--- src/rtl/uart_pkg.sv ---
// rtl/uart_pkg.sv - shared UART types, oversample ratio and baud divider helper
package uart_pkg;

    localparam int OVERSAMPLE = 16;

    typedef enum logic [2:0] {IDLE, START, DATA, STOP, BREAK} rx_state_t;

    // Rounded clocks per oversample tick, shared by receiver and transmitter
    function automatic int calc_tick_div(input int clk, input int baud);
        return (clk + baud * (OVERSAMPLE / 2)) / (baud * OVERSAMPLE);
    endfunction

endpackage

--- src/rtl/uart_baud_tick.sv ---
// rtl/uart_baud_tick.sv - 16x oversample tick generator with phase-align clear
module uart_baud_tick #(
    parameter int TICK_DIV = 1
) (
    input  logic clk_sys,
    input  logic rst_n,
    input  logic clear,
    output logic tick
);

    localparam int CW = (TICK_DIV > 1) ? $clog2(TICK_DIV) : 1;
    localparam logic [CW-1:0] LAST = CW'(TICK_DIV - 1);

    logic [CW-1:0] cnt;

    assign tick = (cnt == LAST);

    always_ff @(posedge clk_sys) begin
        if (!rst_n || clear) begin
            cnt <= '0;
        end else if (tick) begin
            cnt <= '0;
        end else begin
            cnt <= cnt + CW'(1);
        end
    end

endmodule

--- src/rtl/uart_rx.sv ---
// rtl/uart_rx.sv - 8N1 UART receiver with one-entry valid/ready output buffer
module uart_rx
    import uart_pkg::*;
#(
    parameter int CLK_FREQ  = 25000000,
    parameter int BAUD_RATE = 115200
) (
    input  logic       clk_sys,
    input  logic       rst_n,
    input  logic       rxd,
    output logic [7:0] rx_data,
    output logic       rx_valid,
    input  logic       rx_ready,
    output logic       frame_err,
    output logic       overrun,
    output logic       busy
);

    localparam int TICK_DIV = calc_tick_div(CLK_FREQ, BAUD_RATE);

    if (TICK_DIV < 1) begin : g_bad_tick_div
        $error("uart_rx: clock too slow for requested baud rate");
    end

    logic      rxd_m;
    logic      rxd_s;
    rx_state_t state;
    logic [3:0] scnt;
    logic [2:0] bit_idx;
    logic [7:0] shreg;
    logic      s7;
    logic      s8;
    logic      tick;
    logic      tick_clear;
    logic      maj;

    // Restart the tick phase on the start edge so samples land mid-bit
    assign tick_clear = (state == IDLE) && !rxd_s;
    assign maj        = (s7 & s8) | (s7 & rxd_s) | (s8 & rxd_s);
    assign busy       = (state != IDLE);

    uart_baud_tick #(
        .TICK_DIV(TICK_DIV)
    ) u_baud_tick (
        .clk_sys(clk_sys),
        .rst_n  (rst_n),
        .clear  (tick_clear),
        .tick   (tick)
    );

    always_ff @(posedge clk_sys) begin
        if (!rst_n) begin
            rxd_m <= 1'b1;
            rxd_s <= 1'b1;
        end else begin
            rxd_m <= rxd;
            rxd_s <= rxd_m;
        end
    end

    always_ff @(posedge clk_sys) begin
        if (!rst_n) begin
            state     <= IDLE;
            scnt      <= 4'd0;
            bit_idx   <= 3'd0;
            shreg     <= 8'd0;
            s7        <= 1'b1;
            s8        <= 1'b1;
            rx_data   <= 8'd0;
            rx_valid  <= 1'b0;
            frame_err <= 1'b0;
            overrun   <= 1'b0;
        end else begin
            frame_err <= 1'b0;
            overrun   <= 1'b0;
            if (rx_valid && rx_ready) begin
                rx_valid <= 1'b0;
            end
            case (state)
                IDLE: begin
                    if (!rxd_s) begin
                        state <= START;
                        scnt  <= 4'd0;
                    end
                end
                BREAK: begin
                    if (rxd_s) begin
                        state <= IDLE;
                    end
                end
                default: begin
                    if (tick) begin
                        scnt <= scnt + 4'd1;
                        if (scnt == 4'd7) s7 <= rxd_s;
                        if (scnt == 4'd8) s8 <= rxd_s;
                        case (state)
                            START: begin
                                if (scnt == 4'd9 && maj) begin
                                    state <= IDLE;
                                end else if (scnt == 4'd15) begin
                                    state   <= DATA;
                                    bit_idx <= 3'd0;
                                end
                            end
                            DATA: begin
                                if (scnt == 4'd9) begin
                                    shreg <= {maj, shreg[7:1]};
                                end
                                if (scnt == 4'd15) begin
                                    if (bit_idx == 3'd7) state <= STOP;
                                    bit_idx <= bit_idx + 3'd1;
                                end
                            end
                            STOP: begin
                                // Return at mid stop bit to be ready for an early next start
                                if (scnt == 4'd9) begin
                                    if (maj) begin
                                        state <= IDLE;
                                        if (!rx_valid || rx_ready) begin
                                            rx_data  <= shreg;
                                            rx_valid <= 1'b1;
                                        end else begin
                                            overrun <= 1'b1;
                                        end
                                    end else begin
                                        frame_err <= 1'b1;
                                        state     <= BREAK;
                                    end
                                end
                            end
                            default: ;
                        endcase
                    end
                end
            endcase
        end
    end

endmodule

--- config.mk ---
export PLATFORM = sky130hd
export DESIGN_NAME = uart_rx
export DESIGN_NICKNAME = d
export VERILOG_FILES = /design/src/rtl/uart_pkg.sv /design/src/rtl/uart_baud_tick.sv /design/src/rtl/uart_rx.sv
export SDC_FILE = /design/constraint.sdc
export NUM_CORES = 1
export LEC_CHECK = 0
export CAP_MARGIN = 20
export CORE_UTILIZATION = 53
export CTS_BUF_LIST = sky130_fd_sc_hd__clkbuf_8
export DETAILED_ROUTE_END_ITERATION = 6
export PLACE_DENSITY = 0.76
export REMOVE_ABC_BUFFERS = 1
export SKIP_CTS_REPAIR_TIMING = 1
export SYNTH_ARGS = -nofsm -noshare
export SYNTH_HDL_FRONTEND = slang
export SYNTH_SLANG_ARGS = --single-unit
export TNS_END_PERCENT = 100
--- constraint.sdc ---
create_clock -name clk_sys -period 1.65 [get_ports clk_sys]
set_input_delay 0.2475 -clock clk_sys [delete_from_list [all_inputs] [get_ports clk_sys]]
set_output_delay 0.2475 -clock clk_sys [all_outputs]
set_load 0.02 [all_outputs]
# Yosys cells after proc, flatten, opt, wreduce, memory -nomap -nowiden
# Cells that the tools add are included.
dict set report word_totals {
  register_bits 37
  latch_bits 0
  ram_bits 0
  romBits 0
  input_bits 4
  output_inout_bits 12
  wordCells 99
  memories 0
}
dict set report op_classes {
  n_addsub 3
  mul 0
  div_mod_pow 0
  magnitude_cmp 0
  eq_ne 19
  shift 0
  mux 27
  bitwise_logic 12
  n_reduce_logical 25
}
# cell n
set op_table {}
lappend op_table {{two-way mux 3 bit} 12}
lappend op_table {{== test 4 bit, second input constant} 4}
lappend op_table {{case mux 3 bit (2 select lines)} 2}
lappend op_table {{AND reduction 6 bit} 2}
lappend op_table {{inequality test 2 bit, second input constant} 5}
lappend op_table {{two-way mux 1 bit} 9}
lappend op_table {{case mux 3 bit (3 select lines)} 1}
lappend op_table {{AND reduction 3 bit} 3}
lappend op_table {{adder 4 x 1 -> 4 bit, second input constant} 2}
lappend op_table {{two-way mux 4 bit} 2}
lappend op_table {{inequality test 4 bit, second input constant} 2}
lappend op_table {{case mux 4 bit (2 select lines)} 1}
lappend op_table {{AND reduction 8 bit} 1}
lappend op_table {{NOT 1 bit} 7}
lappend op_table {{OR reduction 7 bit} 1}
lappend op_table {{== test 3 x 2 -> 1 bit, second input constant} 2}
lappend op_table {{== test 3 bit, second input constant} 2}
lappend op_table {{nonzero test 3 bit} 2}
lappend op_table {{OR reduction 6 bit} 1}
lappend op_table {{inequality test 5 bit, second input constant} 1}
lappend op_table {{nonzero test 5 bit} 1}
lappend op_table {{== test 4 x 3 -> 1 bit, second input constant} 1}
lappend op_table {{inequality test 4 x 3 -> 1 bit, second input constant} 1}
lappend op_table {{AND reduction 4 bit} 1}
lappend op_table {{10 further kinds} 20}

# Depth between registers and ports, before layout
# Gate-level depths: netlist (run 1).
dict set report depth {
  word_depth 8
  ltp_mapped 7
  mapped_depth_nobuf 6
}

# Cells and area by module
# Synthesis (run 1) repeated with hierarchy kept, for this count alone.
dict set report unflattened {
  hier_cells 178
  area_unflattened_um2 1670.4
}
# mod instances cells_per_inst area_each_um2 seq_area_each_um2
set by_module_without_submodules {}
lappend by_module_without_submodules {uart_rx 1 162 1501.4 660.6}
lappend by_module_without_submodules {uart_baud_tick 1 16 168.9 80.1}

# Least setup slack after synthesis (run 1)
# Ideal clock, no wire load.
dict set report synth_timing {
  path_kind {reg-to-reg}
  startpoint {register scnt[1]}
  endpoint {register state[2]}
  setup_ns 0.117
  arrival_time_ns 1.538
  t_required_ns 1.533
  setup_slack_ns -0.004
  stages_incl_launch_ff 7
  path_buffers 0
  synth_period_minus_slack_ns 1.654
  cell_sequence {dfxtp_1 -> inv_1 -> ha_1 -> and3b_1 -> a2111oi_2 -> nor4b_4 -> a22o_1}
}
dict set report synth_via {
  elab_chain_cells 6
  word_cells_on_any_way 11
  cone_classes {5 x eq/ne; 4 x mux; 2 x reduce/logical}
}
# item line
set synth_rtl {}
lappend synth_rtl {{start, declared} uart_rx.sv:28} ;# logic [3:0] scnt;
lappend synth_rtl {{start signal, assigned} uart_rx.sv:93} ;# scnt <= scnt + 4'd1;
lappend synth_rtl {{== test 4 bit} {uart_rx.sv:98, uart_rx.sv:116}}
lappend synth_rtl {{logical AND 1 bit} uart_rx.sv:98} ;# if (scnt == 4'd9 && maj) begin
lappend synth_rtl {{two-way mux 3 bit} uart_rx.sv:98}
lappend synth_rtl {{case mux 3 bit (3 select lines)} uart_rx.sv:96} ;# case (state)
lappend synth_rtl {{two-way mux 3 bit} uart_rx.sv:92} ;# if (tick) begin
lappend synth_rtl {{case mux 3 bit (2 select lines)} uart_rx.sv:79} ;# case (state)
lappend synth_rtl {{end signal, assigned} uart_rx.sv:82} ;# state <= START;
lappend synth_rtl {{end signal, assigned} uart_rx.sv:99} ;# state <= IDLE;
lappend synth_rtl {{end signal, assigned} uart_rx.sv:101} ;# state <= DATA;
lappend synth_rtl {{end, declared} uart_rx.sv:27} ;# rx_state_t state;
# Several ways; a longest one is shown, not always the timed one. The select of a mux whose other input is x is not followed.
# A chain may end at the register's enable or synchronous reset.

# Worst setup path after layout (run 1)
dict set report layout_timing {
  startpoint {register state[1]}
  endpoint {register shreg[0]}
}
dict set report layout_via {
  elab_chain_cells 4
  word_cells_on_any_way 6
  cone_classes {2 x eq/ne; 1 x bitwise; 3 x reduce/logical}
}
# item line
set layout_rtl {}
lappend layout_rtl {{start signal, assigned} uart_rx.sv:63} ;# state <= IDLE;
lappend layout_rtl {{start signal, assigned} uart_rx.sv:82}
lappend layout_rtl {{start signal, assigned} uart_rx.sv:88} ;# state <= IDLE;
lappend layout_rtl {{== test 3 bit / logical NOT 3 bit (equally long branches)} uart_rx.sv:79}
lappend layout_rtl {{OR reduction 2 bit (no source line)} -}
lappend layout_rtl {{NOT 1 bit (no source line)} -}
lappend layout_rtl {{AND reduction 4 bit (no source line) *} -}
lappend layout_rtl {{end signal, assigned} uart_rx.sv:107} ;# shreg <= {maj, shreg[7:1]};
lappend layout_rtl {{end, declared} uart_rx.sv:30} ;# logic [7:0] shreg;
# Mark *: on every way between the ends. The rest lies on a longest branch, timed or not.

==> impl_results.md, run 1 <==
- Diode count: 0
- HPWL Detailed: 2640 um
- RSZ-0062 raised after global routing: true
- Clk sinks: 37
- Die area: 3540 um^2
- Routability Congestion: 0.854
- Synth Instances: 183
- GRT Residual Overflow: 0
- Synthesized flop and latch total: 37
- CP cell instances: or3b_4, nor3_4, buf_12, mux2i_2, nor2b_1
- Place WS: -0.0564 ns
- Crit path arrival time: 1.82 ns
- Avg Cell Area, Syn: 9.57 um^2
- CP Class: register to register
- Sequential-to-total area share from yosys stat: 42.3%
- Clock insertion delay at the later pin of the skew report: 0.29 ns
- Max incr delay on CP: 0.44 ns
- PwrDens: 798 nW/um^2
- Max-Cap Viols: 0
- Root buf cell: clkbuf_8
- Synth Flop Type: dfxtp_1
- Post-Synthesis Cell Area: 1750 um^2
- Slew Limit Headroom: 67.5%
- Overall routing resource usage: 22.9%
- Fin. max-slew vios: 0
- WL final: 3980 um
- CTS buffer count: 5
- Outcome: complete, no violations
- Reg2Reg Setup Slack: 0.02 ns
- TritonCTS clock tree: done
- Final hold violations: 0
- Reg2reg start: state[1]
- Starting Density: 56.5%
- Chip width: 59.5 um
- Ports: 16
- Ys async rst share: 0%
- Die height: 59.5 um
- First-pass GRT wire length: 5930 um
- DR vias/cell: 5.66
- # H-tree levels: 2
- Max Freq: 612 MHz
- Antenna Violating Nets Remaining: 0
- Detailed Route Iter0 Violations: 88
- Final Setup Violations: 0
- Peak VDD IR: 0.517 mV
- Synth top area share: 42.3%
- Slew of the pin with the lowest slew margin: 0.486 ns
- R2R depth: 5
- Nets@finish: 228
- Post-Place Cell Area: 2060 um^2
- Longest Clk Path Bufs: 2
- EDFF count, synth: 0
- Core box area: 3100 um^2
- Period Utilization, post-route: 99.1%
- Final instance area: 2270 um^2
- Startpoint types: register
- Number of global-route vias before repair: 1325
- Worst EP required: 1.83 ns
- DRC: 0
- Num rows: 20
- Hold path depth: 1
- Routed len/inst: 15.2 um
- Worst-path clk slew: 0.07 ns
- DR pass1 iterations: 4
- Hold crit path type: register to register
- Vias: 1484
- Fin worst setup slack: 0.0154 ns
- Area Overhead vs Synth: 29.5%
- Largest net degree at the start of global routing: 19
- Worst reg2reg endpoint: shreg[0]
- Synth Warn #: 0
- Slowest cell on crit path: dfxtp_2
- Most common cell in the netlist: dfxtp_1
- CP max FO: 11
- Initial antenna violation count: 0
- Most frequent cells after synthesis: 37 x dfxtp_1, 13 x nand2_1, 12 x mux2i_1, 12 x nand3_1, 11 x nor2b_1
- Layout cells sized above 1: 23.9%
- Main area contributors after synthesis: dfxtp_1 42%, mux2i_1 6.9%, ha_1 5.0%
- Final Critical Period: 1.63 ns
- Crit. End Element: register
- I/O Buffers: 15
- Worst clock skew: 0.00293 ns
- Leak: 0.000834 uW
- Synth area leader: dfxtp_1
- Beginning of the critical path: state[1]
- Distinct cells, synth: 49
- Crit path to: shreg[0]
-- how the worst min path moves through the flow --
stage	startpoint	end
5_1_grt	rxd_m	rxd_s
3_5_place_dp	rxd_m	rxd_s
2_1_floorplan	rst_n	s7
3_3_place_gp	rxd_m	rxd_s
6_report	rxd_m	rxd_s
4_1_cts	rxd_m	rxd_s
-- placed cells by master, fill, tap and decap left out, drive strengths merged, types with 2 or more instances in the layout --
cell and n:
nor2b 11, or3 2, nor2 10, a21boi 9
and3 3, nand2 13, nand2b 5, inv 6
nor4b 2, xor2 2, a21oi 4, ha 7
mux2i 12, o21ai 12, and3b 2, or2 2
clkdlybuf4s50 14, nor3 2, nand3 13, clkbuf 6
a2111oi 2, dfxtp 37, buf 21
-- power breakdown --
group	switching (uW)	leakage, uW	internal, uW
combinational	46.3	0.000470	50.6
sequential	11.7	0.000301	903
clock	313	0.0000626	486
total	370	0.000834	1440
-- layer usage --
metal  GRT usage (%)  wire (um)  vias up
met3            6.77        219       10
met5               0          0        -
met2            37.4       1990       56
li1                -          -      714
met1            28.1       1680      704
met4            9.30         95        0
-- flip-flops by register name, summed over array words and instances, names as in the netlist, 3 cells and up --
name,count
rx_data,8
shreg,8
state,3
bit_idx,3
u_baud_tick.cnt,4
scnt,4
-- through the flow --
stage	setup TNS [ns]	util (%)	total power, uW	std cells	hold slack, ns
finish	0	73.1	1810	262	0.420
global route	-0.368	73.1	1870	262	0.433
CTS	-1.10	70.2	1820	260	0.423
detailed placement	-0.358	66.4	1030	252	0.403
global placement	0	66.4	1020	252	0.400
floorplan	-0.00432	-	985	174	0.309
-- area by class of cell --
class,count,area (um^2)
multi-input combinational,132,1010
fill,246,835
sequential,37,746
timing repair buffer,36,323
clock buffer,6,82.6
tap,44,55.1
clock inverter,2,33.8
inverter,5,18.8
-- cells by family after synthesis --
group	synth area share (%)
DFF	42.3
and+or+nand+nor	25.8
xor gates and xnor gates	1.50
adders and majority gates	5.64
muxes	6.86
AOI/OAI and AO/OA	13.9
buffers and inverters	4.00
-- worst max-delay path: cells and delay by family (launching register included) --
family        cells  cell delay, ns
simple gates      3            0.71
mux               1            0.20
buf+inv           1            0.16
flops             1            0.44
No activity file was read; power rests on OpenSTA's default activity.
==> run 2: changes to the inputs <==
Settings changed: CELL_PAD_IN_SITES_DETAIL_PLACEMENT set to 1, CELL_PAD_IN_SITES_GLOBAL_PLACEMENT set to 2, CORE_UTILIZATION 53 to 34, PLACE_DENSITY 0.76 to 0.77.
==> run 2 against run 1 <==
Flip-flop and latch count is the same. Clock-buffer cell count shrank 1. Combinational power grew 12%. Highest routed layer unchanged. Global-route usage shrank 4.5 points. Non-clock buffer count grew 8. Largest power group unchanged. Critical path depth grew 1. Cell count grew 12%. Clock power is essentially flat.
==> impl_results.md, run 2 (synthesis gave the netlist of run 1 again) <==
- Outcome: complete, no violations (unchanged)
- Detailed Route Iter0 Violations: 37 (was 88)
- Final Setup Violations: 0 (unchanged)
- Pint: 1410 uW (was 1440 uW)
- Fin. max-slew vios: 0 (unchanged)
- Commonest non-fill, non-tap cell in the layout: dfxtp_1 (unchanged)
- Final Critical Period: 1.63 ns (about the same)
- Biggest registers after layout: rx_data: 8 flops, shreg: 8 flops (unchanged)
- Max incr delay on CP: 0.37 ns (was 0.44 ns)
- Final hold violations: 0 (unchanged)
- # H-tree levels: 2 (unchanged)
- Core box area: 4850 um^2 (was 3100 um^2)
- Nets@finish: 236 (was 228)
- TritonCTS clock tree: done (unchanged)
- Diode count: 0 (unchanged)
- Crit path arrival time: 1.80 ns (was 1.82 ns)
- Overall routing resource usage: 18.4% (was 22.9%)
- Tot Pwr: 1820 uW (was 1810 uW)
- Slew of the pin with the lowest slew margin: 0.397 ns (was 0.486 ns)
- Number of global-route vias before repair: 1536 (was 1325)
- Hold crit path type: register to register (unchanged)
- Startpoint types: register (unchanged)
- Routability Congestion: 0.775 (was 0.854)
- Crit. End Element: register (unchanged)
- GRT Residual Overflow: 0 (unchanged)
- Peak VDD IR: 0.405 mV (was 0.517 mV)
- Worst EP required: 1.82 ns (was 1.83 ns)
- Place WS: -0.142 ns (was -0.0564 ns)
- Fin Hold WS: 0.425 ns (was 0.420 ns)
- Initial antenna violation count: 0 (unchanged)
- Sw power: 412 uW (was 370 uW)
- CP cell instances: inv_2, ha_4, and3b_2, a21o_1, a2111oi_4, o22ai_1 (was or3b_4, nor3_4, buf_12, mux2i_2, nor2b_1)
- Final instance area: 2380 um^2 (was 2270 um^2)
- CP max FO: 3 (was 11)
- DR pass1 iterations: 4 (unchanged)
- WL final: 4440 um (was 3980 um)
- Die area: 5440 um^2 (was 3540 um^2)
- Post-Place Cell Area: 2160 um^2 (was 2060 um^2)
- PwrDens: 766 nW/um^2 (was 798 nW/um^2)
- Chip width: 73.8 um (was 59.5 um)
- Longest Clk Path Bufs: 2 (unchanged)
- Slowest cell on crit path: a2111oi_4 (was dfxtp_2)
- DR vias/cell: 5.01 (was 5.66)
- Clk pwr share: 44.0% (was 44.1%)
- WP buf/inv: 1 (unchanged)
- Routed len/inst: 15.1 um (was 15.2 um)
- Clock insertion delay at the later pin of the skew report: 0.30 ns (was 0.29 ns)
- Share of power burned in registers: 50.1% (was 50.5%)
- Clk sinks: 37 (unchanged)
- Starting Density: 36.1% (was 56.5%)
- Worst clock skew: 0.0101 ns (was 0.00293 ns)
- Fin worst setup slack: 0.0199 ns (was 0.0154 ns)
- Final Instance Count excl. Fillers: 293 (was 262)
- Ports: 16 (unchanged)
- DRC: 0 (unchanged)
- Period Utilization, post-route: 98.8% (was 99.1%)
- Area Overhead vs Synth: 36.0% (was 29.5%)
- HPWL Detailed: 3240 um (was 2640 um)
- Worst-path clk slew: 0.08 ns (was 0.07 ns)
- Die height: 73.8 um (was 59.5 um)
- Switching part of the total power: 22.6% (was 20.5%)
- Inst Count DP: 283 (was 252)
- I/O Buffers: 15 (unchanged)
- Max Freq: 613 MHz (was 612 MHz)
- Largest net degree at the start of global routing: 27 (was 19)
- Vias: 1467 (was 1484)
- Num rows: 25 (was 20)
- Slew Limit Headroom: 73.4% (was 67.5%)
- Max-Cap Viols: 0 (unchanged)
- Root buf cell: clkbuf_8 (unchanged)
- Layout cells sized above 1: 28.3% (was 23.9%)
- Antenna Violating Nets Remaining: 0 (unchanged)
- Cell family with most CP delay: compound AO/OA/AOI/OAI gates (was simple AND/OR/NAND/NOR gates)
- CP Class: register to register (unchanged)
- Leak: 0.000870 uW (was 0.000834 uW)
- Commonest non-fill, non-tap cells in the layout: 33 x dfxtp_1, 27 x buf_4, 14 x clkdlybuf4s50_1, 13 x nand2_1, 12 x mux2i_1 (was 33 x dfxtp_1, 20 x buf_4, 14 x clkdlybuf4s50_1, 13 x nand2_1, 12 x nand3_1)
- First-pass GRT wire length: 7310 um (was 5930 um)
- CTS buffer count: 5 (unchanged)
- Logic pwr share: 6.0% (was 5.4%)
- RSZ-0062 raised after global routing: true (unchanged)
==> run 2: path summary, 6_finish.rpt <==
kind,cells past startpoint,startpoint,endpoint,slack (ns)
setup / recovery,6,scnt[1],bit_idx[0],0.02
hold / removal,1,rxd_m,rxd_s,0.42
setup reg to reg,6,scnt[1],bit_idx[0],0.02
hold reg to reg,1,rxd_m,rxd_s,0.42
==> run 2: worst reg2reg max path: stages, from the launching register on <==
cell and delay (ns):
dfxtp_2 0.36, inv_2 0.06, ha_4 0.15, and3b_2 0.24, a21o_1 0.19, a2111oi_4 0.37, o22ai_1 0.14
==> run 2: layout make-up <==
cell class / instances / area (um^2)
Clock buffer: 5 / 68.8
Tap cell: 67 / 83.8
Sequential cell: 37 / 748
Multi-Input combinational cell: 132 / 1020
Timing Repair Buffer: 44 / 395
Inverter: 5 / 18.8
Fill cell: 564 / 2470
Clock inverter: 3 / 46.3
==> run 2: layer usage <==
metal / wire [um] / up-vias / track usage (%) / share of wire, %
li1: - / 726 / - / -
met1: 1900 / 714 / 19.8 / 43
met2: 2320 / 21 / 33.0 / 52
met3: 121 / 6 / 4.66 / 2.7
met4: 93 / 0 / 9.40 / 2.1
met5: 0 / - / 0 / 0
==> run 2: power by group through the flow <==
stage          Combinational (uW)  Sequential (uW)  Clock (uW)
2_1_floorplan                51.3              933           0
3_3_place_gp                  101              934           0
3_5_place_dp                  106              935           0
4_1_cts                       106              914         822
5_1_grt                       120              915         866
6_report                      109              913         802
==> run 2: stage by stage <==
stage                     setup TNS (ns)  util [%]
after floorplan                 -0.00432         -
after CTS                         -0.838      47.0
after detailed placement          -0.470      44.6
after global placement           -0.0803      44.6
after global routing              -0.177      49.1
final                                  0      49.1
